===== config.mk =====
export PLATFORM = sky130hd
export DESIGN_NAME = axi_lite_regfile
export DESIGN_NICKNAME = d
export VERILOG_FILES = /design/src/rtl/axi_lite_regfile.sv
export SDC_FILE = /design/constraint.sdc
export NUM_CORES = 1
export LEC_CHECK = 0
export CORE_AREA = 10 10 250 252
export DETAILED_ROUTE_END_ITERATION = 10
export DIE_AREA = 0 0 260 262
export PLACE_DENSITY = 0.66
export SYNTH_ARGS = -nofsm -noshare
export SYNTH_HDL_FRONTEND = slang
export SYNTH_SLANG_ARGS = --single-unit

===== constraint.sdc =====
create_clock -name clk -period 3.15 [get_ports clk]
set_clock_uncertainty 0.1 [all_clocks]
set_input_delay 0.63 -clock clk [delete_from_list [all_inputs] [get_ports clk]]
set_output_delay 0.63 -clock clk [all_outputs]
set_load 0.005 [all_outputs]

===== src/rtl/axi_lite_regfile.sv =====
// AXI-lite slave register file: NUM_REGS registers with byte strobes, read-only
// hardware-fed entries, SLVERR decode and per-register write pulses.
module axi_lite_regfile #(
    parameter int                  AXI_ADDR_WIDTH = 32,
    parameter int                  AXI_DATA_WIDTH = 32,
    parameter int                  NUM_REGS       = 8,
    parameter logic [NUM_REGS-1:0] RO_MASK        = '0
) (
    input  logic                               clk,
    input  logic                               rst_n,
    input  logic                               waddr_valid,
    output logic                               waddr_ready,
    input  logic [AXI_ADDR_WIDTH-1:0]          waddr,
    input  logic                               wdata_valid,
    output logic                               wdata_ready,
    input  logic [AXI_DATA_WIDTH-1:0]          wdata,
    input  logic [AXI_DATA_WIDTH/8-1:0]        wstrb,
    output logic                               bresp_valid,
    input  logic                               bresp_ready,
    output logic [1:0]                         bresp,
    input  logic                               raddr_valid,
    output logic                               raddr_ready,
    input  logic [AXI_ADDR_WIDTH-1:0]          raddr,
    output logic                               rdata_valid,
    input  logic                               rdata_ready,
    output logic [AXI_DATA_WIDTH-1:0]          rdata,
    output logic [1:0]                         rresp,
    output logic [NUM_REGS*AXI_DATA_WIDTH-1:0] reg_out,
    input  logic [NUM_REGS*AXI_DATA_WIDTH-1:0] reg_in,
    output logic [NUM_REGS-1:0]                wr_pulse
);

    localparam int STRB_W = AXI_DATA_WIDTH / 8;
    localparam int LSB    = $clog2(STRB_W);
    localparam int IDX_W  = (NUM_REGS > 1) ? $clog2(NUM_REGS) : 1;
    localparam logic [AXI_ADDR_WIDTH-1:0] ADDR_LIMIT = AXI_ADDR_WIDTH'(NUM_REGS * STRB_W);
    localparam logic [1:0] RESP_OKAY   = 2'b00;
    localparam logic [1:0] RESP_SLVERR = 2'b10;

    typedef enum logic {R_IDLE, R_RESP} r_state_t;

    r_state_t r_state, r_state_next;

    logic                      ready_en;
    logic                      aw_full, w_full, commit_pending;
    logic [AXI_ADDR_WIDTH-1:0] aw_addr;
    logic [AXI_DATA_WIDTH-1:0] w_data;
    logic [STRB_W-1:0]         w_strb;
    logic [AXI_DATA_WIDTH-1:0] regs_q [NUM_REGS];

    logic                      aw_hs, w_hs, ar_hs;
    logic [IDX_W-1:0]          wr_idx, rd_idx;
    logic                      wr_ok;
    logic [AXI_DATA_WIDTH-1:0] rd_value;
    logic [1:0]                rd_resp;

    // Readys stay low until the first edge after reset release.
    always_ff @(posedge clk or negedge rst_n) begin
        if (!rst_n) ready_en <= 1'b0;
        else        ready_en <= 1'b1;
    end

    // Handshake: a transfer happens on a rising edge where valid and ready are both 1.
    assign waddr_ready = ready_en && !aw_full && !bresp_valid;
    assign wdata_ready = ready_en && !w_full && !bresp_valid;
    assign aw_hs       = waddr_valid && waddr_ready;
    assign w_hs        = wdata_valid && wdata_ready;

    assign wr_idx = aw_addr[LSB +: IDX_W];
    assign wr_ok  = (aw_addr < ADDR_LIMIT) && !RO_MASK[wr_idx];

    always_ff @(posedge clk or negedge rst_n) begin
        if (!rst_n) begin
            aw_full        <= 1'b0;
            w_full         <= 1'b0;
            commit_pending <= 1'b0;
            aw_addr        <= '0;
            w_data         <= '0;
            w_strb         <= '0;
            bresp_valid    <= 1'b0;
            bresp          <= RESP_OKAY;
            wr_pulse       <= '0;
            for (int i = 0; i < NUM_REGS; i++) regs_q[i] <= '0;
        end else begin
            wr_pulse <= '0;
            if (aw_hs) begin
                aw_full <= 1'b1;
                aw_addr <= waddr;
            end
            if (w_hs) begin
                w_full <= 1'b1;
                w_data <= wdata;
                w_strb <= wstrb;
            end
            if (bresp_valid && bresp_ready) bresp_valid <= 1'b0;
            // Holds stay full through the commit cycle so no new AW/W slips in.
            if (aw_full && w_full && !commit_pending) commit_pending <= 1'b1;
            if (commit_pending) begin
                commit_pending <= 1'b0;
                aw_full        <= 1'b0;
                w_full         <= 1'b0;
                bresp_valid    <= 1'b1;
                if (wr_ok) begin
                    for (int b = 0; b < STRB_W; b++) begin
                        if (w_strb[b]) regs_q[wr_idx][b*8 +: 8] <= w_data[b*8 +: 8];
                    end
                    wr_pulse[wr_idx] <= 1'b1;
                    bresp            <= RESP_OKAY;
                end else begin
                    bresp <= RESP_SLVERR;
                end
            end
        end
    end

    assign rd_idx = raddr[LSB +: IDX_W];

    always_comb begin
        rd_value = '0;
        rd_resp  = RESP_SLVERR;
        if (raddr < ADDR_LIMIT) begin
            rd_resp  = RESP_OKAY;
            rd_value = RO_MASK[rd_idx] ? reg_in[rd_idx*AXI_DATA_WIDTH +: AXI_DATA_WIDTH]
                                       : regs_q[rd_idx];
        end
    end

    always_ff @(posedge clk or negedge rst_n) begin
        if (!rst_n) begin
            r_state <= R_IDLE;
            rdata   <= '0;
            rresp   <= RESP_OKAY;
        end else begin
            r_state <= r_state_next;
            if (ar_hs) begin
                rdata <= rd_value;
                rresp <= rd_resp;
            end
        end
    end

    always_comb begin
        r_state_next = r_state;
        raddr_ready  = 1'b0;
        rdata_valid  = 1'b0;
        ar_hs        = 1'b0;
        case (r_state)
            R_IDLE: begin
                raddr_ready = ready_en;
                ar_hs       = raddr_valid && ready_en;
                if (ar_hs) r_state_next = R_RESP;
            end
            R_RESP: begin
                rdata_valid = 1'b1;
                if (rdata_ready) r_state_next = R_IDLE;
            end
            default: r_state_next = R_IDLE;
        endcase
    end

    // RO entries mirror reg_in live, forced to 0 while reset is asserted.
    for (genvar i = 0; i < NUM_REGS; i++) begin : g_out
        if (RO_MASK[i]) begin : g_ro
            assign reg_out[i*AXI_DATA_WIDTH +: AXI_DATA_WIDTH] =
                rst_n ? reg_in[i*AXI_DATA_WIDTH +: AXI_DATA_WIDTH] : '0;
        end else begin : g_rw
            assign reg_out[i*AXI_DATA_WIDTH +: AXI_DATA_WIDTH] = regs_q[i];
        end
    end

endmodule

* Yosys cells after proc, flatten, opt, wreduce, memory -nomap -nowiden
Memories as Yosys holds them, arrays and structs flattened.
Index checks and enable logic that the tools add are counted.
** Word-level totals
- Register bits after elaboration :: 374
- Bits in latches :: 0
- RAM bits :: 0
- ROM bits :: 16
- Input bits :: 363
- Output and inout port bits :: 305
- Memories :: 2
** Memories
- (no name shown) :: words 8, width 1, read ports 1, clocked after memory_dff 0, write ports 0, RTL line 123 : rd_value = RO_MASK[rd_idx] ? reg_in[rd_idx*AXI_DATA_WIDTH +: AXI_DATA_WIDTH]
- (no name shown) :: words 8, width 1, read ports 1, clocked after memory_dff 0, write ports 0, RTL line 70 : assign wr_ok = (aw_addr < ADDR_LIMIT) && !RO_MASK[wr_idx];
** Operators by class
- Add/subtract/negate cells :: 0
- Multiply operators :: 0
- Divide/modulo/power cells :: 0
- Order comparisons :: 8
- Equal/unequal tests :: 0
- Shift-type cells :: 1
- Multiplexer cells :: 49
- Bitwise logic cells :: 3
- Reduce and logical (&&, ||, !) cells :: 22
** Operators by type and width (count)
- 256-bit 2-to-1 mux :: 10
- 256-bit bitwise mux :: 4
- 32-bit demux with 3-bit select :: 4
- 256-bit by 9-bit variable part select with 32-bit output :: 1
- 32-bit 2-to-1 mux :: 5
- 32-bit binary-select mux with 3-bit select :: 1
- 32-bit by 6-bit less-than comparator with 1-bit output (second input constant) :: 2
- 24-bit 2-to-1 mux :: 1
- 8-bit 2-to-1 mux :: 3
- 1-bit 2-to-1 mux :: 16
- 16-bit 2-to-1 mux :: 1
- 1-bit logical AND :: 13
- 4-bit greater-or-equal comparator (second input constant) :: 2
- 3-bit by 4-bit less-than comparator with 1-bit output (second input constant) :: 2
- 3-bit inverter with 4-bit output :: 2
- 2-bit nonzero test :: 3
- 1-bit logical NOT :: 5
- 4-bit by 1-bit less-than comparator with 1-bit output (second input constant) :: 1
- 2-bit 2-to-1 mux :: 2
- 1-bit demux with 3-bit select :: 1
- 3-bit by 1-bit greater-or-equal comparator with 1-bit output (second input constant) :: 1
- 1-bit one-hot mux with 2 select lines :: 1
- 2-bit AND reduction :: 1
- 1-bit inverter :: 1

* Longest topological paths before layout
- Depth after elaboration :: 19
- Mapped depth :: 6
- Depth with buffers taken out :: 4

* Least setup slack after synthesis
Ideal clock, no wire load.
- Path type :: input-to-reg
- From :: input port raddr[3]
- To :: register rdata[21]
- Data arrival time :: 2.033 ns
- Required time :: 2.916 ns
- Path slack :: 0.884 ns
- Stages :: 5
- Path buffers :: 2
- Cells stage by stage :: clkbuf_1 buf_2 mux4_2 mux2i_1 o21ai_0
** Between the ends
- Longest elaborated chain between the ends :: 6
- Elaborated cells between the ends (all ways) :: 10
** Ends and longest elaborated chain
- start: declaration :: RTL line 23 : input logic [AXI_ADDR_WIDTH-1:0] raddr,
- branches (longest 5 deep; another with 256-bit by 9-bit variable part select with 32-bit output)
- 32-bit 2-to-1 mux (*) :: RTL line 121 : if (raddr < ADDR_LIMIT) begin
- end signal: assignment :: RTL line 136 : rdata <= rd_value;
- end: declaration :: RTL line 26 : output logic [AXI_DATA_WIDTH-1:0] rdata,
Every way passes the cells marked *. The select of a mux whose other input is x is not followed.
A chain may end at the register's enable or synchronous reset.

* Final worst setup path
- From :: register ready_en
- To :: output port waddr_ready
** Between the ends
- Longest elaborated chain between the ends :: 2
** Ends and longest elaborated chain
- start: declaration :: RTL line 44 : logic ready_en;
- start signal: assignment :: RTL line 59 : if (!rst_n) ready_en <= 1'b0;
- start signal: assignment :: RTL line 60 : else ready_en <= 1'b1;
- 1-bit logical AND (2 in series) :: RTL line 64 : assign waddr_ready = ready_en && !aw_full && !bresp_valid;
- end: declaration :: RTL line 12 : output logic waddr_ready,
No other way between the ends.

==> impl_metrics.tcl <==
set metrics [dict create \
    status "complete, no violations" \
    maxCapViolations 0 \
    ioPinCount 668 \
    fillers 5280 \
    stdcell_count 2257 \
    cts_resized 0 \
    setup_viol 0 \
    finalCoreUtilization 0.403 \
    h-tree-depth 2 \
    drive_above_1_share 0.372 \
    synth_edf_count 0 \
    synth.ff_latch_count 370 \
    layout_commonest_cell "clkdlybuf4s50_1" \
    drv_slew 0 \
    gp_congestion 0.799 \
    grt_pass1_vias 11790 \
    wl_per_cell_um 25.1 \
    multiInputGateArea_um2 6710 \
    layout.nets 1824 \
    placed_cell_area_um2 21600 \
    drc 0 \
    grt_first_pass_wirelength_mm 82.0 \
    setup_ws_ns 0.412 \
    post-cts-setup-buffers 0 \
    placed_cells 2181 \
    startpoint_type "flip-flop" \
    layout_min_cycle_time_ns 2.74 \
    seq_area_um2 9260 \
    clock-sinks 370 \
    yosys_warnings 0 \
    fin_crit_sh 0.869 \
    die_area_um2 68100 \
    final_cell_mix "401 x clkdlybuf4s50_1, 370 x dfrtp_1, 321 x mux2_2, 64 x mux4_2, 48 x buf_4" \
    rsz0062_at_grt "no" \
    grt_use_total 0.162 \
    area_growth_pct 43.0 \
    clkLatencyLatePin_ns 0.58 \
    p_leak_nw 10.2 \
    num_vias 10811 \
    yosysUniqueCellTypes 31 \
    cts_buffer_depth 3 \
    crit_arrival_ns 2.01 \
    first_pass_iters 4 \
    avgSynthCellArea_um2 16.3 \
    cp-end-kind "primary output" \
    root_buffer "clkbuf_16" \
    max_slew.worst_pin.slew_ns 0.596 \
    grt_start_max_net_pins 68 \
    crit_type "flip-flop to primary output" \
    cp_slowest_cell "clkdlybuf4s50_1" \
    crit_path_max_fanout 4 \
    worstPathCellList "nand2b_1 > nor2_1 > clkdlybuf4s50_1" \
    seq_area_frac_synth 0.572 \
    required_ns 2.42 \
    antenna_found_initial 6 \
    max-vdd-ir-drop_uv 458 \
    critPathMaxStageDelay_ns 0.54 \
    synth_flop_cell "dfrtp_1" \
    critical-path-top-delay-family "buffers and inverters" \
    fp-row-count 88 \
    numCtsBuffers 42 \
    async_flop_share 1.00 \
    drt-vias-per-instance 4.79 \
    grt_overflow 0 \
    port_buffers 405 \
    start_util 0.282 \
    place_ws_ns -0.0202 \
    fp.coreArea_um2 57400 \
    worst-path-buf-inv 1 \
    netlist_area_um2 16200 \
    hold_path.class "flip-flop to flip-flop" \
    max_freq_ghz 0.365 \
    drt-initial-drc-count 564 \
    hpwl_mm 41.4 \
    cts_tree "built" \
    relSlewSlack 0.603 \
    drt.antenna.violating_nets 0 \
    syn_inst 995 \
    hold_viol 0 \
    drt-total-wl_mm 56.6 \
    p_per_area_nw_per_um2 550 \
    fin_area_um2 23100 \
    die-width_um 260 \
    cts.clk_slew.worst_paths_ns 0.05 \
    fp.dieH_um 262 \
]
## final timing paths
check | startpoint | end | slack [ns] | cells after the start
setup reg to reg | aw_addr[13]$_DFFE_PN0P_ | reg_out[244]$_DFFE_PN0P_ | 0.45 | 6
min in group asynchronous | rst_n | reg_out[23]$_DFFE_PN0P_ | 0.53 | 2
max in group asynchronous | rst_n | reg_out[200]$_DFFE_PN0P_ | 1.53 | 3
setup / recovery | ready_en$_DFF_PN0_ | waddr_ready | 0.41 | 3
hold reg to reg | rdata[24]$_DFFE_PN0P_ | rdata[24]$_DFFE_PN0P_ | 0.38 | 2
hold / removal | rdata[24]$_DFFE_PN0P_ | rdata[24]$_DFFE_PN0P_ | 0.38 | 2
## Yosys cell counts (2+ instances only)
| master | count | share of area |
|---|---|---|
| conb_1 | 2 | 0.00046 |
| mux2_2 | 321 | 0.22 |
| dfrtp_1 | 370 | 0.57 |
| inv_1 | 3 | 0.00070 |
| nor4_1 | 20 | 0.0077 |
| mux4_2 | 64 | 0.089 |
| clkbuf_1 | 24 | 0.0056 |
| nor2_1 | 8 | 0.0019 |
| nand2b_1 | 3 | 0.0012 |
| or4_1 | 2 | 0.00093 |
| nor2b_1 | 2 | 0.00077 |
| buf_4 | 2 | 0.00093 |
| o21ai_0 | 33 | 0.010 |
| nand2_1 | 46 | 0.011 |
| buf_2 | 8 | 0.0025 |
| buf_6 | 6 | 0.0042 |
| buf_1 | 5 | 0.0012 |
| nor4_4 | 32 | 0.042 |
| mux2i_1 | 31 | 0.019 |
| nor3b_1 | 2 | 0.00093 |
## timing repair
action	4_1_cts	5_1_grt
hold buffers	1	0
setup endpoints to repair	0	0
hold endpoints to repair	58	0
## metal layers
layer / up-vias / global-route usage / wire length [µm]
met3: 74 / 0.0764 / 6550
met2: 431 / 0.246 / 24900
li1: 4680 / - / -
met5: - / 0 / 65
met1: 5618 / 0.208 / 24200
met4: 8 / 0.0346 / 914
## worst register-to-register path: stages (launching register included)
cell	delay, ns
dfrtp_1	0.37
nor4_1	0.53
nand3_4	0.35
buf_12	0.29
nor4_4	0.31
buf_4	0.26
mux2_2	0.36
## logic make-up after synthesis
| logic type | share of synthesized area |
|---|---|
| other | 0.000464 |
| buffers and inverters | 0.0152 |
| AO/OA/AOI/OAI | 0.0120 |
| AND/OR/NAND/NOR | 0.0686 |
| multiplexers | 0.332 |
| flip-flops | 0.572 |
## state kept, by name, indices dropped and copies added (netlist names)
name            cells
bresp_valid         1
w_full              1
reg_out           256
r_state             1
aw_full             1
w_data             32
commit_pending      1
rdata              32
bresp               1
rresp               1
wr_pulse            8
aw_addr            30
ready_en            1
w_strb              4
## where the power goes
group / total (mW) / internal (mW) / switching (mW)
Sequential: 5.89 / 5.21 / 0.675
Combinational: 1.58 / 0.698 / 0.882
Clock: 5.27 / 3.26 / 2.01
## metrics by stage
| stage | hold slack [ns] | TNS, ns | power (mW) |
|---|---|---|---|
| 6_report | 0.379 | 0 | 12.7 |
| 5_1_grt | 0.405 | 0 | 13.3 |
| 3_5_place_dp | 0.374 | -0.0379 | 7.58 |
| 3_3_place_gp | 0.364 | 0 | 7.49 |
| 2_1_floorplan | 0.234 | 0 | 6.69 |
| 4_1_cts | 0.387 | 0 | 12.9 |
## cell type report
class | count | area share
antenna | 2 | 0.000216
clock buffer | 62 | 0.0561
clock inverter | 11 | 0.00925
inverter | 4 | 0.000649
multi-input combinational | 577 | 0.290
sequential | 370 | 0.400
tap | 765 | 0.0414
timing repair buffer | 466 | 0.202
(Power assumes the default switching activity.)
